<file path="config.mk">
export PLATFORM = sky130hd
export DESIGN_NAME = jpeg_marker_ctrl
export DESIGN_NICKNAME = d
export VERILOG_FILES = /design/src/rtl/jpeg_marker_ctrl.sv
export SDC_FILE = /design/constraint.sdc
export NUM_CORES = 1
export LEC_CHECK = 0
export CORE_ASPECT_RATIO = 0.6
export CORE_MARGIN = 5
export CORE_UTILIZATION = 28
export DETAILED_ROUTE_END_ITERATION = 10
export PLACE_DENSITY = 0.5
export SLEW_MARGIN = 30
export SYNTH_ARGS = -nofsm -noshare
export SYNTH_HDL_FRONTEND = slang
export SYNTH_SLANG_ARGS = --single-unit
</file>
<file path="constraint.sdc">
create_clock -name clk -period 2.3 [get_ports clk]
set_clock_uncertainty 0.05 [all_clocks]
set_input_delay 0.46 -clock clk [delete_from_list [all_inputs] [get_ports clk]]
set_output_delay 0.46 -clock clk [all_outputs]
set_load 0.05 [all_outputs]
</file>
<file path="src/rtl/jpeg_marker_ctrl.sv">
// JPEG container parser: routes header segments to table loaders and scan bytes to jpeg_stream.
// Optional macro JPEG_RSTM_STRIP_EN strips RSTn markers from the scan and pulses rst_mark.
module jpeg_marker_ctrl (
    input  logic       clk,
    input  logic       rst_n,
    input  logic [7:0] in_data,
    input  logic       in_valid,
    output logic       in_ready,
    output logic [7:0] hdr_data,
    output logic       hdr_we,
    output logic [7:0] hdr_code,
    output logic       seg_start,
    output logic       seg_end,
    output logic [7:0] strm_din,
    output logic       strm_we,
    input  logic       strm_next,
    output logic       frame_done,
`ifdef JPEG_RSTM_STRIP_EN
    output logic       rst_mark,
`endif
    output logic       err
);
    // state    | meaning
    // SEEK_SOI | discard until FF,D8
    // MARKER   | expect FF introducing a marker
    // CODE     | marker code byte (FF fill allowed)
    // LEN_HI   | segment length, high byte
    // LEN_LO   | segment length, low byte
    // PAYLOAD  | header bytes to hdr_data
    // SCAN     | entropy-coded bytes to jpeg_stream
    // ERROR    | malformed stream, wait for reset
    typedef enum logic [2:0] {
        SEEK_SOI, MARKER, CODE, LEN_HI, LEN_LO, PAYLOAD, SCAN, ERROR
    } state_t;

    state_t      state;
    logic        prev_ff;
    logic [7:0]  len_hi;
    logic [15:0] cnt;
    logic        first;
    logic [15:0] seg_len;
    logic        accept;
`ifdef JPEG_RSTM_STRIP_EN
    logic        pend;
    logic        is_rst;
    assign is_rst = (in_data[7:3] == 5'b11010);
`endif

    assign accept  = in_valid & in_ready;
    assign seg_len = {len_hi, in_data};

    always_comb begin
        strm_din = in_data;
        strm_we  = 1'b0;
        in_ready = 1'b1;
        if (state == SCAN) begin
`ifdef JPEG_RSTM_STRIP_EN
            // A held FF drains ahead of the current byte unless that byte makes it a restart marker.
            if (pend) begin
                if (!is_rst) begin
                    strm_din = 8'hFF;
                    strm_we  = in_valid;
                    in_ready = 1'b0;
                end
            end else if (in_data != 8'hFF) begin
                strm_we  = in_valid;
                in_ready = strm_next;
            end
`else
            strm_we  = in_valid;
            in_ready = strm_next;
`endif
        end
    end

    always_ff @(posedge clk or negedge rst_n) begin
        if (!rst_n) begin
            state      <= SEEK_SOI;
            prev_ff    <= 1'b0;
            len_hi     <= 8'h00;
            cnt        <= 16'h0000;
            first      <= 1'b0;
            hdr_data   <= 8'h00;
            hdr_we     <= 1'b0;
            hdr_code   <= 8'h00;
            seg_start  <= 1'b0;
            seg_end    <= 1'b0;
            frame_done <= 1'b0;
            err        <= 1'b0;
`ifdef JPEG_RSTM_STRIP_EN
            pend       <= 1'b0;
            rst_mark   <= 1'b0;
`endif
        end else begin
            hdr_we     <= 1'b0;
            seg_start  <= 1'b0;
            seg_end    <= 1'b0;
            frame_done <= 1'b0;
`ifdef JPEG_RSTM_STRIP_EN
            rst_mark   <= 1'b0;
`endif
            case (state)
                SEEK_SOI: if (accept) begin
                    if (prev_ff && in_data == 8'hD8) state <= MARKER;
                    prev_ff <= (in_data == 8'hFF);
                end
                MARKER: if (accept) begin
                    if (in_data == 8'hFF) begin
                        state <= CODE;
                    end else begin
                        state <= ERROR;
                        err   <= 1'b1;
                    end
                end
                CODE: if (accept) begin
                    case (in_data)
                        8'hFF: state <= CODE;
                        8'hD9: begin
                            frame_done <= 1'b1;
                            prev_ff    <= 1'b0;
                            state      <= SEEK_SOI;
                        end
                        8'h01, 8'hD0, 8'hD1, 8'hD2, 8'hD3,
                        8'hD4, 8'hD5, 8'hD6, 8'hD7: state <= MARKER;
                        8'hD8, 8'h00: begin
                            state <= ERROR;
                            err   <= 1'b1;
                        end
                        default: begin
                            hdr_code <= in_data;
                            state    <= LEN_HI;
                        end
                    endcase
                end
                LEN_HI: if (accept) begin
                    len_hi <= in_data;
                    state  <= LEN_LO;
                end
                LEN_LO: if (accept) begin
                    if (seg_len < 16'd2) begin
                        state <= ERROR;
                        err   <= 1'b1;
                    end else if (seg_len == 16'd2) begin
                        seg_start <= 1'b1;
                        seg_end   <= 1'b1;
                        prev_ff   <= 1'b0;
                        state     <= (hdr_code == 8'hDA) ? SCAN : MARKER;
                    end else begin
                        cnt   <= seg_len - 16'd2;
                        first <= 1'b1;
                        state <= PAYLOAD;
                    end
                end
                PAYLOAD: if (accept) begin
                    hdr_data  <= in_data;
                    hdr_we    <= 1'b1;
                    seg_start <= first;
                    first     <= 1'b0;
                    cnt       <= cnt - 16'd1;
                    if (cnt == 16'd1) begin
                        seg_end <= 1'b1;
                        prev_ff <= 1'b0;
                        state   <= (hdr_code == 8'hDA) ? SCAN : MARKER;
                    end
                end
                SCAN: begin
`ifdef JPEG_RSTM_STRIP_EN
                    if (pend) begin
                        if (in_valid && is_rst) begin
                            pend     <= 1'b0;
                            prev_ff  <= 1'b0;
                            rst_mark <= 1'b1;
                        end else if (in_valid && strm_next) begin
                            pend    <= 1'b0;
                            prev_ff <= 1'b1;
                        end
                    end else if (accept) begin
                        if (in_data == 8'hFF) begin
                            pend <= 1'b1;
                        end else if (prev_ff && in_data == 8'hD9) begin
                            frame_done <= 1'b1;
                            prev_ff    <= 1'b0;
                            state      <= SEEK_SOI;
                        end else begin
                            prev_ff <= 1'b0;
                        end
                    end
`else
                    if (accept) begin
                        if (prev_ff && in_data == 8'hD9) begin
                            frame_done <= 1'b1;
                            prev_ff    <= 1'b0;
                            state      <= SEEK_SOI;
                        end else begin
                            prev_ff <= (in_data == 8'hFF);
                        end
                    end
`endif
                end
                ERROR: err <= 1'b1;
            endcase
        end
    end
endmodule
</file>
==> results.yml <==
worst_setup_path:
  worst_setup_path_end_kind: "flop"
  crit_cells: 8
  cp_max_fo: 5
  required_ns: 2.48
  timing.critical_path.mode_cell: "or4_4"
  r2r_cells: 8
  cp.buffers_inverters: 2
  path_class: "primary input to flop"
  cp_slowest_cell: "or4_4"
  cp.arrival_ns: 2.41
  startpoint_type: "primary input"
  slowest_delay_ns: 0.58
  critical_path.top_delay_family: "simple AND/OR/NAND/NOR gates"
  path_cells: "clkbuf_2 > or4_4 > buf_4 > or4_4 > nor4_4 > xor2_1 > o21ai_1 > a21oi_2"
finish:
  layout-drive-gt1-share: 0.298
  insertedDiodeCount: 0
  nNetsFinal: 465
  syn_to_final_growth_pct: 39.1
  layout_common_cells: "71 x buf_4, 49 x dfrtp_1, 45 x nand2_1, 32 x o21ai_0, 26 x nor2_1"
  final_common_cell: "buf_4"
  fin_area_um2: 4400
routing:
  ant_nets: 0
  avgRoutedWirePerCell_um: 17.0
  dr.pass1.iters: 5
  drt_iter0_markers: 224
  drc: 0
  vias: 3024
  wirelength_um: 10100
  avgViaCountPerCell: 5.09
pwr:
  power_frac_comb: 0.560
  power_density_nw_per_um2: 1250
  peakVddDrop_v: 0.000385
  switchingPower_mw: 2.57
  leakage_nw: 1.89
  p_int_mw: 2.95
  netSwitchingFraction: 0.465
  seqPwrFrac: 0.299
  total_power_mw: 5.52
  clockPowerShare: 0.141
placed_design:
  hpwl_um: 7740
  gp_congestion: 0.859
  io_buffers: 42
  place_area_um2: 4200
cts:
  cts_htree_levels: 2
  clock_path_buffers: 2
  cts.reportedPaths.clkPinSlew_ns: 0.08
  hold_buffers: 0
  numCtsBuffers: 5
  cts_tree: "built"
  clkLatencyLatePin_ns: 0.30
  cts.sinks: 50
  cts-root-buf: "clkbuf_16"
floorplanning:
  fp.dieH_um: 92.4
  start_util: 0.283
  rows: 30
  die_w_um: 147
  pin_count: 43
  coreArea_um2: 11200
  design.die.area_um2: 13600
synth:
  ys_seq_area_frac: 0.395
  synth_ff_type: "dfrtp_1"
  ys.warnings.count: 0
  synth_cells: 357
  synthAdderAreaFrac: 0.0182
  muxShareOfSynthArea: 0.0494
  synth_seq_cells: 50
  async_flop_share: 1.00
  synth_top_family_by_area: "simple AND/OR/NAND/NOR gates"
  syn_area_per_cell_um2: 8.87
  synth_edf_count: 0
  synth_cell_types: 64
  synthSimpleGateAreaFrac: 0.240
  synth_nets: 373
  netlist_area_um2: 3170
  synth-xor-area-share: 0.0332
  synth_compound_area_frac: 0.196
grt:
  antenna_found_initial: 0
  grt.overflow.total: 0
  first_global_vias: 2864
  grt_use_total: 0.151
  grt_start_max_net_pins: 29
  grt_pass1_wl_um: 16200
timing:
  slew_headroom: 0.577
  min_period_ns: 2.23
  finalSetupViolations: 0
  slew_violations: 0
  fin_hold_ws_ns: 0.0924
  fmax_mhz: 448
  hold_viol: 0
  tightest_slew_ns: 0.629
  finalCritPeriodShare: 0.970
  rsz0062_at_grt: "false"
job:
  maxCapViolCount: 0
worst_hold_path:
  worstHoldPathType: "primary input to asynchronous set/reset pin"
run_status:
  outcome: "finished clean"
-- timing repair --
item                                    in CTS  in global routing
gates cloned                                 0                  0
endpoints found under the setup margin      31                 25
setup buffers                                3                  2
gates resized for setup                     15                 16
pin swaps                                    4                  6
-- per-stage QoR --
step | std cells | util | setup TNS (ns) | setup WS [ns]
finish | 594 | 0.394 | 0 | 0.0687
floorplan | 357 | - | -0.0840 | -0.0145
CTS | 592 | 0.393 | 0 | 0.0178
global route | 594 | 0.394 | 0 | 0.00312
global placement | 581 | 0.376 | -16.71 | -0.650
detailed placement | 581 | 0.376 | -17.04 | -0.644
-- sequential cells by signal, indices dropped and copies added, names as in the netlist, 3 cells and up --
name,cells
cnt,16
hdr_code,8
hdr_data,8
len_hi,8
state,3
-- routing by layer --
metal	part of all wire	track usage
met5	0	0
met4	0.0034	0.0163
met3	0.075	0.0416
met2	0.36	0.183
met1	0.56	0.257
-- synth_stat cells, drive strengths merged, types with 4 or more instances --
| cell | count | share of area |
|---|---|---|
| o22ai | 5 | 0.0099 |
| nand2b | 6 | 0.012 |
| clkbuf | 13 | 0.015 |
| buf | 16 | 0.039 |
| nor4 | 7 | 0.021 |
| a21oi | 21 | 0.034 |
| o31ai | 4 | 0.0095 |
| or3 | 5 | 0.0099 |
| xor2 | 8 | 0.022 |
| nand2 | 45 | 0.053 |
| nor2 | 28 | 0.033 |
| o21ai | 36 | 0.057 |
| nand4 | 5 | 0.0099 |
| mux2 | 13 | 0.046 |
| a22o | 5 | 0.014 |
| dfrtp | 50 | 0.40 |
| xnor2 | 4 | 0.011 |
| nor3 | 11 | 0.017 |
| nand3 | 8 | 0.013 |
| inv | 11 | 0.013 |
-- power by group through the flow --
stage               clock network (mW)  registers [mW]  logic [mW]
floorplan                            0            2.07        1.48
global placement                     0            1.64        3.02
global route                     0.828            1.72        3.36
CTS                              0.798            1.64        3.08
detailed placement                   0            1.65        3.03
finish                           0.777            1.65        3.09
-- area by class of cell --
class	count	area (um^2)
Clock buffer	5	125
Multi-Input combinational cell	266	1730
Clock inverter	3	26.3
Timing Repair Buffer	114	1040
Fill cell	1109	6780
Tap cell	144	180
Sequential cell	50	1250
Inverter	12	45.0
-- logic make-up (layout without fill, tap and decap cells) --
group | count (synthesis) | in the layout
xor gates and xnor gates | 12 | 12
AOI/OAI and AO/OA | 97 | 97
and+or+nand+nor | 139 | 139
adders and majority gates | 4 | 4
DFF | 50 | 50
buffers and inverters | 41 | 134
muxes | 14 | 14
-- worst paths after layout --
| kind | startpoint | to | slack [ns] |
|---|---|---|---|
| setup reg to reg | state[0]$_DFFE_PN0P_ | state[2]$_DFFE_PN0P_ | 0.12 |
| min in group clk | err$_DFFE_PN0P_ | err$_DFFE_PN0P_ | 0.42 |
| setup / recovery | in_data[5] | cnt[15]$_DFFE_PN0P_ | 0.07 |
| max in group asynchronous | rst_n | len_hi[3]$_DFFE_PN0P_ | 1.53 |
| hold / removal | rst_n | cnt[1]$_DFFE_PN0P_ | 0.09 |
| hold reg to reg | err$_DFFE_PN0P_ | err$_DFFE_PN0P_ | 0.42 |
No activity file was read; power rests on OpenSTA's default activity.
==> RTL change 1, RTL diff (same settings) <==
Reset style: synchronous (`rst_n`), changed in one clocked block.
--- a/src/rtl/jpeg_marker_ctrl.sv
+++ b/src/rtl/jpeg_marker_ctrl.sv
@@ -74,5 +74,5 @@
     end
 
-    always_ff @(posedge clk or negedge rst_n) begin
+    always_ff @(posedge clk) begin
         if (!rst_n) begin
             state      <= SEEK_SOI;
Function: differs if rst_n is asserted again (counterexample within 4 cycles, from zero or initial values and one cycle with rst_n low); with rst_n held inactive, the same outputs for 10 cycles.
==> RTL change 1 against the unedited design <==
Global-route usage increased by 0.32 points. Highest routed layer unchanged. First-iteration DRC count increased by 6.3%. Via count increased by 8.9%. Synthesized area decreased by 2.4%. Worst setup slack got worse by 0.038 ns. Sequential cell count unchanged. Non-clock buffer count increased by 6. Count of clock-buffer cells in the layout increased by 1. Cell area unchanged. Wire length increased by 5.0%. Register-to-register slack got worse by 0.09 ns.
Power is not compared: it rests on default switching activity, and its combinational part moved more than twofold at a synthesized area within 25%.
==> RTL change 1: results (changes against the unedited design) <==
[worst_setup_path]
crit-reg2reg-capture = cnt[11]  ; was state[2]
critical_path.top_delay_family = simple AND/OR/NAND/NOR gates  ; unchanged
worst_setup_path_start_kind = register  ; was input pin
timing.critical_path.from = len_hi[2]  ; was in_data[5]
rr_worst_depth = 7  ; was 8
timing.setup.critical_path_class = reg2reg  ; was in2reg
crit_fanout = 7  ; was 5

[logic_synthesis]
register_area_share_after_synthesis_pct = 32.40  ; was 39.53%
yosys-top-cells-count = 59 x sky130_fd_sc_hd__nand2_1, 50 x sky130_fd_sc_hd__dfxtp_1, 44 x sky130_fd_sc_hd__a21oi_1  ; was 50 x sky130_fd_sc_hd__dfrtp_1, 45 x sky130_fd_sc_hd__nand2_1, 33 x sky130_fd_sc_hd__o21ai_0
synth_fa_ha_area_share_pct = 1.215  ; was 1.818%
synth_area_per_cell_um2 = 7.666  ; was 8.867 µm²
ys_async_sr_fraction_pct = 0  ; was 100.0%
synth.net_count = 418  ; was 373
post_synth_mux_area_share_pct = 2.916  ; was 4.941%
synth_compound_area_share_pct = 21.75  ; was 19.57%
post_synth_main_area_contributors = sky130_fd_sc_hd__dfxtp_1 32%, sky130_fd_sc_hd__nand2_1 7.2%, sky130_fd_sc_hd__a21oi_1 7.1%  ; was sky130_fd_sc_hd__dfrtp_1 40%, sky130_fd_sc_hd__nand2_1 5.3%, sky130_fd_sc_hd__o21ai_0 5.2%
dominantRegCellSynth = sky130_fd_sc_hd__dfxtp_1  ; was sky130_fd_sc_hd__dfrtp_1
post_synth_num_cell_types = 63  ; was 64
synthXorXnorAreaFrac_pct = 3.969  ; was 3.320%

[place]
post-place-cells = 619  ; was 581
post_dp_hpwl_mm = 7.982  ; was 7.739 mm
dpl_cell_area_um2 = 4124  ; was 4204 µm²
weighted_congestion_reported_at_the_end_of_routability_driven_placement = 0.9072  ; was 0.8585
place_ws_ns = -0.5372  ; was -0.6439 ns

[grt]
vias_in_the_first_global_route = 3116  ; was 2864
grt_first_pass_wirelength_mm = 16.73  ; was 16.19 mm
grt.total_usage_pct = 15.39  ; was 15.07%
grt_start_max_net_pins = 26  ; was 29

[final_layout]
utilization_after_layout_pct = 41.27  ; was 39.36%
layoutNonFillerInstCount = 632  ; was 594
largest_reg_flops = 16  ; unchanged
count_of_filler_cells_inserted_in_the_layout = 1121  ; was 1109
largest_register = cnt  ; unchanged
nets = 507  ; was 465

[min_path]
hold_class = reg2reg  ; was in2async
holdPathStages = 2

[status]
outcome = finished, final reports clean  ; unchanged

[timing]
slew-limit-headroom_pct = 57.12  ; was 57.69%
final.min_clock_period_ns = 2.269  ; was 2.231 ns

[drt]
wl_per_instance_um = 16.75  ; was 16.98 µm
detailedRoute.firstIterationViolations = 238  ; was 224
via_count = 3294  ; was 3024

[RTL change 1: cell types whose count changed after synthesis, sizes merged, moves of 13 or more]
cell	before	now
dfrtp	50	0
dfxtp	0	50
nand2	45	60
a21oi	21	44
o21ai	36	19
mux2	13	0
[RTL change 1: area by class of cell]
cell class                      count  area share (%)
Sequential cell                    50           22.85
Multi-Input combinational cell    303           43.08
Tap cell                          139           3.950
Clock inverter                      2          0.3126
Timing Repair Buffer              120           25.86
Inverter                           12           1.023
Clock buffer                        6           2.927
[RTL change 1: where the power goes]
group / internal (mW) / switching [mW]
Clock: 0.405 / 0.364
Sequential: 0.864 / 0.0000375
Combinational: 0.102 / 0.129
[RTL change 1: layer usage]
metal | GRT usage [%] | vias up | routed length, µm
met3 | 4.428 | 10 | 532
li1 | - | 1624 | -
met1 | 24.51 | 1587 | 5990
met2 | 19.82 | 73 | 3980
met4 | 3.261 | 0 | 83
met5 | 0 | - | 0
[RTL change 1: worst min path at each step]
stage                        endpoint  slack (ns)
after global placement    hdr_data[4]        0.39
after detailed placement    seg_start        0.40
final                       seg_start        0.41
after CTS                   seg_start        0.41
after global routing      hdr_data[1]        0.44
after floorplan             seg_start        0.38
[RTL change 1: worst reg2reg max path: stages (launching register included)]
cell and delay (ns):
sky130_fd_sc_hd__dfxtp_4 0.35, sky130_fd_sc_hd__or4_4 0.55, sky130_fd_sc_hd__nor4_4 0.36, sky130_fd_sc_hd__nand2_1 0.15, sky130_fd_sc_hd__o21ai_4 0.24, sky130_fd_sc_hd__buf_12 0.17
sky130_fd_sc_hd__a2111oi_0 0.06, sky130_fd_sc_hd__a31o_2 0.23
[RTL change 1: repair_timing]
action | CTS | global route
gates cloned | 0 | 2
resized for setup | 9 | 34
setup buffers | 1 | 2
pin swaps | 5 | 18
endpoints found under the setup margin | 30 | 29
==> RTL change 2, RTL diff (config.mk and constraints unchanged) <==
Without the edit above. Build with the macro `JPEG_RSTM_STRIP_EN` defined.
--- a/src/rtl/jpeg_marker_ctrl.sv
+++ b/src/rtl/jpeg_marker_ctrl.sv
@@ -1,4 +1,6 @@
 // JPEG container parser: routes header segments to table loaders and scan bytes to jpeg_stream.
 // Optional macro JPEG_RSTM_STRIP_EN strips RSTn markers from the scan and pulses rst_mark.
+`define JPEG_RSTM_STRIP_EN
+
 module jpeg_marker_ctrl (
     input  logic       clk,
Function (old outputs only; new: rst_mark): changed (Yosys sat finds a counterexample within 10 cycles, from zero or initial values and one cycle with rst_n low).
==> RTL change 2 against the unedited design <==
Total power grew 5.7%. Synthesized area is 4.1% higher. Via count grew 14%. Final cell count increased by 12%. Combinational power grew 8.1%. Cell area rose by 12%. Global-route usage up 1.6 points. Worst setup slack lost 0.030 ns. Sequential cell count rose by 2. Wire length is 16% higher. First-iteration DRC count rose by 71%.
==> RTL change 2: results (changes against the unedited design) <==
[status]
outcome = finished, final reports clean  ; unchanged

[worst_setup_path]
timing.critical_path.from = cnt[0]  ; was in_data[5]
worst_ep_arrival_time_ns = 2.43  ; was 2.41 ns
crit_fanout = 4  ; was 5
timing.setup.critical_path_class = reg2reg  ; was in2reg

[drt]
maxUsedRoutingLayer = met5  ; was met4
via_count = 3434  ; was 3024
detailedRoute.firstIterationViolations = 382  ; was 224
route.met3.wl_um = 998  ; was 754 µm
detailroute.wirelength.met2_mm = 4.349  ; was 3.629 mm
detail_route.wirelength.met1_mm = 6.251  ; was 5.667 mm
wl_per_instance_um = 17.46  ; was 16.98 µm

[power_and_ir_drop]
p_per_area_nw_per_um2 = 1187  ; was 1253 nW/µm²
power_leakage_nw = 2.100  ; was 1.887 nW
power.combinational.fraction_pct = 57.2  ; was 56.0%

[logic_synthesis]
register_area_share_after_synthesis_pct = 39.50  ; was 39.53%
post_synth_mux_area_share_pct = 5.089  ; was 4.941%
synth_compound_area_share_pct = 19.29  ; was 19.57%
synth.net_count = 401  ; was 373
synthesis.instances = 386  ; was 357
post_synth_num_cell_types = 60  ; was 64

[grt]
grt_first_pass_wirelength_mm = 18.49  ; was 16.19 mm
gr-usage-met3_pct = 4.339  ; was 4.156%
use_met2_pct = 20.59  ; was 18.34%
grt_antenna_before_repair = 1  ; was 0
vias_in_the_first_global_route = 3247  ; was 2864
grt_start_max_net_pins = 53  ; was 29

[final_layout]
layout-drive-gt1-share_pct = 35.04  ; was 29.78%
layoutNonFillerInstCount = 668  ; was 594
count_of_filler_cells_inserted_in_the_layout = 1147  ; was 1109
nets = 522  ; was 465
antennaDiodeCount = 0  ; unchanged

[timing]
transition_time_at_the_pin_with_the_least_slew_margin_ns = 0.6978  ; was 0.6288 ns
worst_slack_ns = 0.03848  ; was 0.06866 ns
hold_ws_ns = 0.2343  ; was 0.09244 ns

[place]
post-place-cells = 652  ; was 581
post_dp_hpwl_mm = 8.577  ; was 7.739 mm
port_buffers = 43  ; was 42

[clock_tree]
post_cts.repair.setup_buffers = 4  ; was 3

## RTL change 2: area by class of cell
class | count | area (µm²) | area share, %
Timing Repair Buffer | 142 | 1212 | 24.68
Sequential cell | 52 | 1301 | 26.49
Clock buffer | 6 | 128.9 | 2.624
Inverter | 9 | 33.78 | 0.6877
Clock inverter | 2 | 35.03 | 0.7132
Tap cell | 160 | 200.2 | 4.075
Multi-Input combinational cell | 297 | 2001 | 40.73
## RTL change 2: critical path, stage by stage, from the launching register on
cell                      delay [ns]
sky130_fd_sc_hd__dfrtp_1        0.39
sky130_fd_sc_hd__inv_2          0.09
sky130_fd_sc_hd__ha_4           0.13
sky130_fd_sc_hd__or4b_4         0.46
sky130_fd_sc_hd__or3_4          0.38
sky130_fd_sc_hd__or3_4          0.36
sky130_fd_sc_hd__o21ai_2        0.16
sky130_fd_sc_hd__a21oi_2        0.06
sky130_fd_sc_hd__a21oi_1        0.11
